[config.mk]
export PLATFORM = sky130hd
export DESIGN_NAME = ex_mem_buf
export DESIGN_NICKNAME = d
export VERILOG_FILES = /design/src/rtl/ex_mem_buf.sv
export SDC_FILE = /design/constraint.sdc
export NUM_CORES = 1
export LEC_CHECK = 0
export BUFFER_PORTS_ARGS = -buffer_cell sky130_fd_sc_hd__buf_4
export CAP_MARGIN = 25
export CORE_MARGIN = 4
export CORE_UTILIZATION = 49
export DETAILED_ROUTE_END_ITERATION = 6
export GPL_TIMING_DRIVEN = 0
export PLACE_DENSITY = 0.76
export SLEW_MARGIN = 25
export SYNTH_ARGS = -nofsm -noshare
export SYNTH_HDL_FRONTEND = slang
export SYNTH_HIERARCHICAL = 1
export SYNTH_SLANG_ARGS = --single-unit
[constraint.sdc]
create_clock -name clk -period 2.5 [get_ports clk]
set_clock_uncertainty 0.15 [all_clocks]
set_input_delay 0.375 -clock clk [delete_from_list [all_inputs] [get_ports clk]]
set_output_delay 0.375 -clock clk [all_outputs]
set_load 0.005 [all_outputs]
[src/rtl/ex_mem_buf.sv]
// EX/MEM skid buffer: 2-entry FIFO between the EX and MEM stages, with registered ready/valid.
// Optional macro EX_MEM_OVF_TRAP_EN turns signed overflow into a trap entry with its side effects suppressed.

module ex_mem_slot #(
  parameter int W = 8
) (
  input  logic         clk,
  input  logic         reset,
  input  logic         we,
  input  logic [W-1:0] d,
  output logic [W-1:0] q
);
  always_ff @(posedge clk or posedge reset) begin
    if (reset)   q <= '0;
    else if (we) q <= d;
  end
endmodule

module ex_mem_buf #(
  parameter int DATA_W = 32,
  parameter int RD_W   = 5
) (
  input  logic              clk,
  input  logic              reset,
  input  logic              in_valid,
  output logic              in_ready,
  input  logic [DATA_W-1:0] alu_sum,
  input  logic              alu_zout,
  input  logic              alu_nout,
  input  logic              alu_vout,
  input  logic [RD_W-1:0]   in_rd,
  input  logic              in_regwrite,
  input  logic              in_memread,
  input  logic              in_memwrite,
  input  logic [DATA_W-1:0] in_wdata,
  input  logic              in_ovf_chk,
  input  logic              flush,
  output logic              out_valid,
  input  logic              out_ready,
  output logic [DATA_W-1:0] out_sum,
  output logic [DATA_W-1:0] out_wdata,
  output logic [RD_W-1:0]   out_rd,
  output logic              out_z,
  output logic              out_n,
  output logic              out_v,
  output logic              out_regwrite,
  output logic              out_memread,
  output logic              out_memwrite,
  output logic              out_ovf_trap
);
  localparam int NUM_SLOTS = 2;
  localparam int ENT_W     = 2*DATA_W + RD_W + 7;

  typedef struct packed {
    logic [DATA_W-1:0] sum;
    logic [DATA_W-1:0] wdata;
    logic [RD_W-1:0]   rd;
    logic              z;
    logic              n;
    logic              v;
    logic              regwrite;
    logic              memread;
    logic              memwrite;
    logic              ovf_trap;
  } ent_t;

  typedef enum logic [1:0] {EMPTY, ONE, FULL} state_t;

  state_t state_q, state_d;
  logic   wptr_q, wptr_d, rptr_q, rptr_d;
  logic   push, pop;
  logic   trap;
  ent_t   ent_in, head;
  logic [NUM_SLOTS-1:0][ENT_W-1:0] slot_q;

  // Handshake outputs decode from registered state only.
  assign in_ready  = (state_q != FULL);
  assign out_valid = (state_q != EMPTY);

  always_ff @(posedge clk or posedge reset) begin
    if (reset) begin
      state_q <= EMPTY;
      wptr_q  <= 1'b0;
      rptr_q  <= 1'b0;
    end else begin
      state_q <= state_d;
      wptr_q  <= wptr_d;
      rptr_q  <= rptr_d;
    end
  end

  always_comb begin
    state_d = state_q;
    wptr_d  = wptr_q;
    rptr_d  = rptr_q;
    push    = in_valid && in_ready && !flush;
    pop     = out_valid && out_ready && !flush;
    if (flush) begin
      state_d = EMPTY;
      wptr_d  = 1'b0;
      rptr_d  = 1'b0;
    end else begin
      if (push) wptr_d = ~wptr_q;
      if (pop)  rptr_d = ~rptr_q;
      case (state_q)
        EMPTY:   if (push) state_d = ONE;
        ONE: begin
          if (push && !pop)      state_d = FULL;
          else if (pop && !push) state_d = EMPTY;
        end
        FULL:    if (pop) state_d = ONE;
        default: state_d = EMPTY;
      endcase
    end
  end

`ifdef EX_MEM_OVF_TRAP_EN
  assign trap = in_ovf_chk && alu_vout;
`else
  assign trap = 1'b0;
`endif

  always_comb begin
    ent_in          = '0;
    ent_in.sum      = alu_sum;
    ent_in.wdata    = in_wdata;
    ent_in.rd       = in_rd;
    ent_in.z        = alu_zout;
    ent_in.n        = alu_nout;
    ent_in.v        = alu_vout;
    ent_in.regwrite = in_regwrite && !trap;
    ent_in.memread  = in_memread  && !trap;
    ent_in.memwrite = in_memwrite && !trap;
    ent_in.ovf_trap = trap;
  end

  genvar i;
  generate
    for (i = 0; i < NUM_SLOTS; i++) begin : g_slot
      ex_mem_slot #(.W(ENT_W)) u_slot (
        .clk   (clk),
        .reset (reset),
        .we    (push && (wptr_q == 1'(i))),
        .d     (ent_in),
        .q     (slot_q[i])
      );
    end
  endgenerate

  assign head         = ent_t'(slot_q[rptr_q]);
  assign out_sum      = head.sum;
  assign out_wdata    = head.wdata;
  assign out_rd       = head.rd;
  assign out_z        = head.z;
  assign out_n        = head.n;
  assign out_v        = head.v;
  assign out_regwrite = head.regwrite;
  assign out_memread  = head.memread;
  assign out_memwrite = head.memwrite;

`ifdef EX_MEM_OVF_TRAP_EN
  assign out_ovf_trap = head.ovf_trap;
`else
  // Overflow check has no effect in this build; the trap port stays low.
  logic unused_ovf;
  assign unused_ovf   = ^{in_ovf_chk, head.ovf_trap};
  assign out_ovf_trap = 1'b0;
`endif

endmodule

==> out/metrics.cfg, run 1 <==
[setup_path]
worstPathCellList=buf_4, buf_6, mux2_2, buf_4
cp-end-kind=primary output
cp_slowest_cell=dfrtp_1
crit_family=buffers and inverters
critical_path_class=register to primary output
cp.arrival_ns=1.71
critical_path_required_ns=1.98
rr_endpoint=g_slot[1].u_slot/q[60]
slowest_delay_ns=0.37
regToRegSetupSlack_ns=0.29
crit_cells=4
reg2regPathDepth=7
cp_max_fo=10
r2r-start=state_q[1]
path_buf_inv=3
cp-start-kind=register
cp_common_cell=buf_4

[placed_design]
io_buffers=156
dpl_cell_area_um2=8496
gp_congestion=0.8187
hpwl_um=10770

[worst_hold_path]
hold_class=input port to register
holdPathStages=2
min_to=wptr_q
holdCritStartpoint=flush

[synth]
syn_inst=428
synth_nets=509
yosysWarnings=6
synthesis.area_um2=7034
synth.avg_cell_area_um2=16.44

[clocking]
cts.sinks=154
clk_latency_ns=0.41
numCtsBuffers=17
clk_pin_slew_ns=0.06
cts_tree=done
post-cts-setup-buffers=0
htreeDepth=4
clock-root-buffer=clkbuf_16
clock_path_buffers=2

[floorplanning]
row_count=43
boundaryPins=159
core_um2=13990
die_h_um=127.8
dieArea_um2=16340
start_util_pct=50.29
die_w_um=127.8

[timing]
fmax_ghz=0.4467
setup_viol=0
whs_ns=0.03245
finalHoldViolCount=0
period_share_pct=89.55
period_minus_slack_ns=2.239
setup_tns_ns=0
final_max_slew_viol_count=0
rsz0062_at_grt=no

[routing]
dr.pass1.iters=4
vias=4159
final_antenna_net_count=0
drt_iter0_markers=154
drc=0
avgRoutedWirePerCell_um=19.45
totalWireLength_um=15560
vias_per_cell=5.199

[global_routing]
grt_max_degree=49
grt_pass1_wl_um=25180
overflow=0
grt_antenna_before_repair=0
grt_usage_pct=19.82
grt_pass1_vias=4780

[cells_and_area]
final_layout_size_suffix_gt1_share_pct=71.77
stdcell_area_um2=9104
num_antenna_cells=0
nNetsFinal=688
syn2layout_area_growth_pct=29.42

[power_and_ir_drop]
peakVddDrop_mv=0.6440
p_per_area_nw_per_um2=874.7
p_leak_nw=4.222

[job]
max_cap_viol_count=0

[status]
status=completed

registers in the layout, summed over array words and instances, names as in the netlist:
signal	cells
g_slot.u_slot/q	150
state_q	2
rptr_q	1
wptr_q	1
worst register-to-register path: cells and delay by family (launching register included):
family	cells	cell delay, ns
simple gates	3	0.59
flops	1	0.42
mux	1	0.33
buf+inv	3	0.60
metrics by stage:
stage | setup WS, ns | util, % | total power [mW] | std cells
3_5_place_dp | 0.1271 | 60.73 | 5.512 | 766
6_report | 0.2612 | 65.08 | 7.963 | 800
5_1_grt | 0.1491 | 65.08 | 8.372 | 800
2_1_floorplan | 0.06502 | - | 4.617 | 428
4_1_cts | 0.1090 | 65.01 | 8.046 | 800
3_3_place_gp | -1.289 | 60.27 | 5.398 | 764
repair_timing:
action	in CTS	in global routing
hold buffers	2	0
setup endpoints to repair	0	40
resized for setup	0	2
hold endpoints to repair	59	0
worst max path at each step:
stage / endpoint / start / slack [ns]
after floorplan: g_slot[0].u_slot/q[10] / reset / 0.07
after global placement: g_slot[1].u_slot/q[36] / reset / -1.29
after detailed placement: g_slot[1].u_slot/q[60] / state_q[1] / 0.13
after CTS: g_slot[1].u_slot/q[60] / state_q[1] / 0.11
after global routing: g_slot[1].u_slot/q[64] / state_q[1] / 0.15
final: out_wdata[24] / rptr_q / 0.26
final cells by class:
cell class,count,area (um2)
clock inverters,12,121.4
repair buffers,160,1246
plain buffers,25,210.2
fillers,1040,4885
flip-flops and latches,154,3854
multi-input cells,244,2962
well taps,180,225.2
inverters,5,28.78
clock buffers,20,456.7
where the power goes:
part           leakage [nW]  switching (mW)  internal [mW]  total, mW
clock network         0.282           0.974           1.51       2.49
logic                  2.10           0.669           1.40       2.07
registers              1.84           0.315           3.10       3.41
total                  4.22            1.96           6.00       7.96
placed cells by master (no fill, tap or decap), drive strengths merged, types with 2 or more instances in the layout:
master	count
dlygate4sd3	2
or3	2
nor3b	2
a21oi	2
mux2	225
bufinv	2
clkinv	6
dfrtp	154
clkbuf	20
clkinvlp	3
o21ai	2
inv	6
buf	183
per-layer routing:
layer	vias to the layer above	track usage, %	share of wire [%]
met3	11	9.292	8.9
met2	124	31.70	49
met4	0	4.744	0.75
met5	-	0	0
li1	1884	-	-
met1	2140	24.57	41
Power figures use the tool's default switching activity.
==> run 2: changes to the inputs <==
--- a/config.mk
+++ b/config.mk
@@ -5,13 +5,15 @@
 export SDC_FILE = /design/constraint.sdc
 export NUM_CORES = 1
 export LEC_CHECK = 0
-export BUFFER_PORTS_ARGS = -buffer_cell sky130_fd_sc_hd__buf_4
+export ABC_CLOCK_PERIOD_IN_PS = 2500
+export BUFFER_PORTS_ARGS = -buffer_cell sky130_fd_sc_hd__buf_2
 export CAP_MARGIN = 25
 export CORE_MARGIN = 4
-export CORE_UTILIZATION = 49
+export CORE_UTILIZATION = 51
+export CTS_BUF_LIST = sky130_fd_sc_hd__clkbuf_8
 export DETAILED_ROUTE_END_ITERATION = 6
 export GPL_TIMING_DRIVEN = 0
-export PLACE_DENSITY = 0.76
+export PLACE_DENSITY = 0.79
 export SLEW_MARGIN = 25
 export SYNTH_ARGS = -nofsm -noshare
 export SYNTH_HDL_FRONTEND = slang
==> run 2 against run 1 <==
  * Non-clock buffer count increased by 69
  * Clock-buffer cell count decreased by 2
  * Cell area increased by 1.2%
  * Sequential share of layout area decreased by 0.50 points
  * Critical path type is now register to register
  * Critical endpoint is now g_slot[1].u_slot/q[63]
==> out/metrics.cfg, run 2 (same netlist as run 1, synthesis figures left out) <==
[routing]
final_antenna_net_count=0
vias_per_cell=5.197
avgRoutedWirePerCell_um=18.99
drc=0
vias=4495
drt_iter0_markers=202
dr.pass1.iters=4
totalWireLength_um=16420

[setup_path]
cp.arrival_ns=2.52
reg2regPathDepth=7
r2r-start=state_q[1]
cp-start-kind=register
cp_max_fo=10
rr_endpoint=g_slot[1].u_slot/q[63]
worstSetupEndpoint=g_slot[1].u_slot/q[63]
critical_path_class=register to register
critical_path_required_ns=2.68
regToRegSetupSlack_ns=0.16
cp-end-kind=register
crit_start=state_q[1]

[cells_and_area]
top_regs=g_slot.u_slot/q: 150 flops, state_q: 2 flops
final_layout_size_suffix_gt1_share_pct=64.44
top_register=g_slot.u_slot/q
layout_common_cells=buf_2, dfrtp_1, mux2_2
final_cells=865
fillerInstances=960
num_antenna_cells=0
syn2layout_area_growth_pct=30.97
largest_reg_flops=150
nNetsFinal=757
fin_util_pct=68.75
layout_commonest_cell=buf_2

[placed_design]
dp.cells=762
hpwl_um=10930
io_buffers=156
gp_congestion=0.7418

[power_and_ir_drop]
p_per_area_nw_per_um2=794.5
p_leak_nw=4.293
peakVddDrop_mv=0.6329

[floorplanning]
die_w_um=125.4
dieArea_um2=15740
row_count=42
die_h_um=125.4
core_um2=13400
start_util_pct=52.49
boundaryPins=159

[clocking]
htreeDepth=4
clock_path_buffers=2
numCtsBuffers=17
cts.sinks=154
clk_latency_ns=0.44
cts_tree=done
clock-root-buffer=clkbuf_8
clk_pin_slew_ns=0.08
post-cts-setup-buffers=0

[timing]
setup_tns_ns=0
whs_ns=0.03680
fmax_ghz=0.4280
period_minus_slack_ns=2.336
tightest_slew_ns=0.5341
period_share_pct=93.46
rsz0062_at_grt=no
relSlewSlack_pct=64.40
setup_viol=0
finalHoldViolCount=0
final_max_slew_viol_count=0

[status]
status=completed

[global_routing]
overflow=0
grt_usage_pct=21.69
grt_pass1_vias=5263
grt_antenna_before_repair=0
grt_pass1_wl_um=27120
grt_max_degree=40

[worst_hold_path]
hold_class=input port to register
holdCritStartpoint=in_wdata[2]

[job]
max_cap_viol_count=0

run 2: per-stage QoR:
stage / setup slack, ns / power, mW / cell area, um2
after detailed placement: 0.1683 / 5.306 / 8080
after floorplan: 0.06502 / 4.617 / 7034
final: 0.1635 / 7.319 / 9213
after CTS: 0.1344 / 7.388 / 9213
after global placement: -1.215 / 5.174 / 8035
after global routing: 0.01636 / 7.704 / 9213
run 2: layer usage:
metal | global-route usage (%) | part of all wire (%)
met1 | 25.38 | 41
met5 | 0 | 0
met4 | 8.355 | 1.8
met2 | 38.58 | 53
met3 | 5.117 | 4.4
run 2: area by class of cell:
cell class              count  area, um2  area share, %
plain buffers              25      210.2          2.282
clock buffers              18      247.7          2.689
clock inverters            14      173.9          1.888
inverters                   5      23.77         0.2580
multi-input cells         244       2952          32.04
flip-flops and latches    154       3854          41.83
well taps                 176      220.2          2.390
repair buffers            229       1531          16.62
run 2: what timing repair did:
item / CTS / global route
hold buffers: 71 / 0
endpoints found under the hold margin: 199 / 0
resized for setup: 0 / 0
run 2: how the worst min path moves through the flow:
stage                             endpoint  slack, ns  cells past startpoint
finish              g_slot[0].u_slot/q[14]       0.04                      2
global route        g_slot[1].u_slot/q[51]      0.007                      2
CTS                 g_slot[1].u_slot/q[51]     0.0002                      2
detailed placement              state_q[1]       0.18                      2
global placement                state_q[0]       0.14                      2
floorplan                           rptr_q     -0.009                      1
run 2: critical path: stages (launching register included):
cell	delay, ns
dfrtp_1	0.44
nor2b_1	0.18
inv_1	0.11
nand2_1	0.09
nor3b_1	0.40
buf_4	0.30
buf_6	0.22
mux2_4	0.32
run 2: power breakdown:
part           switching, mW  internal, mW  leakage [nW]  total, mW
registers              0.333          3.09          1.84       3.42
clock network          0.945          1.02         0.201       1.96
logic                  0.669          1.27          2.25       1.94
==> run 3: changes to the inputs <==
--- a/config.mk
+++ b/config.mk
@@ -9,11 +9,12 @@
 export BUFFER_PORTS_ARGS = -buffer_cell sky130_fd_sc_hd__buf_2
 export CAP_MARGIN = 25
 export CORE_MARGIN = 4
-export CORE_UTILIZATION = 51
+export CORE_UTILIZATION = 50
 export CTS_BUF_LIST = sky130_fd_sc_hd__clkbuf_8
 export DETAILED_ROUTE_END_ITERATION = 6
 export GPL_TIMING_DRIVEN = 0
-export PLACE_DENSITY = 0.79
+export MAX_ROUTING_LAYER = met4
+export PLACE_DENSITY = 0.78
 export SLEW_MARGIN = 25
 export SYNTH_ARGS = -nofsm -noshare
 export SYNTH_HDL_FRONTEND = slang
==> run 3 against run 2 <==
  * Fmax rose by 1.9%
  * Non-clock buffer count fell by 17
  * Critical path depth fell by 3
  * Sequential cell count did not move
  * Sequential power barely moved
  * First-iteration DRC count fell by 22%
  * Wire length fell by 5.0%
  * Clock-buffer cell count rose by 1
  * Via count fell by 3.5%
  * Global-route usage fell by 0.99 points
  * Power rose by 1.8%
  * Final cell count fell by 1.5%
==> out/metrics.cfg, run 3 (same netlist as run 1, synthesis figures left out) <==
[floorplanning]
dieArea_um2=16030
start_util_pct=50.87
core_um2=13830
die_w_um=126.6
row_count=43
boundaryPins=159
die_h_um=126.6

[setup_path]
critical_path_class=register to primary output
cp.arrival_ns=1.77
cp-start-kind=register
cp_max_fo=10
critical_path_required_ns=1.98
cp-end-kind=primary output

[cells_and_area]
layout_common_cells=buf_2, dfrtp_1, mux2_2
layout_commonest_cell=buf_2
top_regs=g_slot.u_slot/q: 150 flops, state_q: 2 flops
final_layout_size_suffix_gt1_share_pct=66.07
stdcell_area_um2=9097
fin_util_pct=65.80
num_antenna_cells=0
syn2layout_area_growth_pct=29.33
fillerInstances=993
nNetsFinal=740
largest_reg_flops=150
top_register=g_slot.u_slot/q

[clocking]
clk_latency_ns=0.45
cts_tree=done
clk_pin_slew_ns=0.08
cts.sinks=154
clock_path_buffers=2
clock-root-buffer=clkbuf_8
htreeDepth=4
numCtsBuffers=17

[placed_design]
place_ws_ns=0.002955
io_buffers=156
gp_congestion=0.8222
dpl_cell_area_um2=8085
hpwl_um=10290

[power_and_ir_drop]
peakVddDrop_mv=0.4363
p_leak_nw=4.258
p_per_area_nw_per_um2=818.9
p_total_mw=7.450

[timing]
tightest_slew_ns=0.5113
period_minus_slack_ns=2.293
setup_viol=0
relSlewSlack_pct=65.92
setup_ws_ns=0.2073
final_max_slew_viol_count=0
whs_ns=0.03212
rsz0062_at_grt=no
fmax_ghz=0.4362
period_share_pct=91.71
finalHoldViolCount=0

[global_routing]
grt_max_degree=40
grt_usage_pct=20.71
grt_antenna_before_repair=0
grt_pass1_vias=4906
grt_pass1_wl_um=25380
overflow=0

[status]
status=completed

[routing]
dr.pass1.iters=4
drt_iter0_markers=157
vias=4339
vias_per_cell=5.093
drc=0
avgRoutedWirePerCell_um=18.32
final_antenna_net_count=0
totalWireLength_um=15610

[job]
max_cap_viol_count=0

[worst_hold_path]
hold_class=input port to register

[run 3: path summary, 6_finish.rpt]
check                                       start                     end  slack [ns]  depth (start not counted)
setup / recovery                           rptr_q           out_wdata[17]        0.21                          4
setup reg to reg                       state_q[1]  g_slot[1].u_slot/q[60]        0.23                          7
hold reg to reg            g_slot[1].u_slot/q[20]  g_slot[1].u_slot/q[20]        0.36                          1
max in group asynchronous                   reset  g_slot[1].u_slot/q[25]        1.19                          4
hold / removal                           alu_vout   g_slot[0].u_slot/q[4]        0.03                          2
min in group asynchronous                   reset              state_q[1]        0.26                          3
[run 3: stage by stage]
| stage | setup TNS [ns] | std cells |
|---|---|---|
| 5_1_grt | 0 | 852 |
| 2_1_floorplan | 0 | 428 |
| 6_report | 0 | 852 |
| 3_3_place_gp | -178.55 | 764 |
| 3_5_place_dp | 0 | 766 |
| 4_1_cts | 0 | 844 |
[run 3: final cells by class]
type	instances	area, um2	share of cell area [%]
buffer	25	210.2	2.311
clock buffer	19	261.5	2.874
clock inverter	13	200.2	2.201
inverter	5	23.77	0.2613
multi-input combinational	244	2962	32.55
sequential	154	3854	42.36
tap	180	225.2	2.476
timing repair buffer	212	1361	14.96
[run 3: power breakdown]
group	total (mW)	switching, mW	internal (mW)
Combinational	1.90	0.652	1.25
Sequential	3.41	0.320	3.09
Clock	2.14	0.904	1.23
Total	7.45	1.88	5.57
[run 3: what timing repair did]
item,CTS,global route
pin swaps,0,0
resized for setup,1,1
setup buffers,0,0
hold buffers,46,8
setup endpoints to repair,38,59
endpoints found under the hold margin,144,10
[run 3: worst max-delay path: stages, from the launching register on]
cell and delay, ns:
dfrtp_1 0.40, buf_4 0.25, buf_6 0.19, mux2_2 0.35
buf_2 0.14
[run 3: per-layer routing]
layer	global-route usage (%)	vias to the layer above	wire length, um
met3	5.642	23	911
met2	33.56	127	7637
li1	-	1982	-
met5	-	-	0
met4	6.498	0	243
met1	25.44	2207	6814
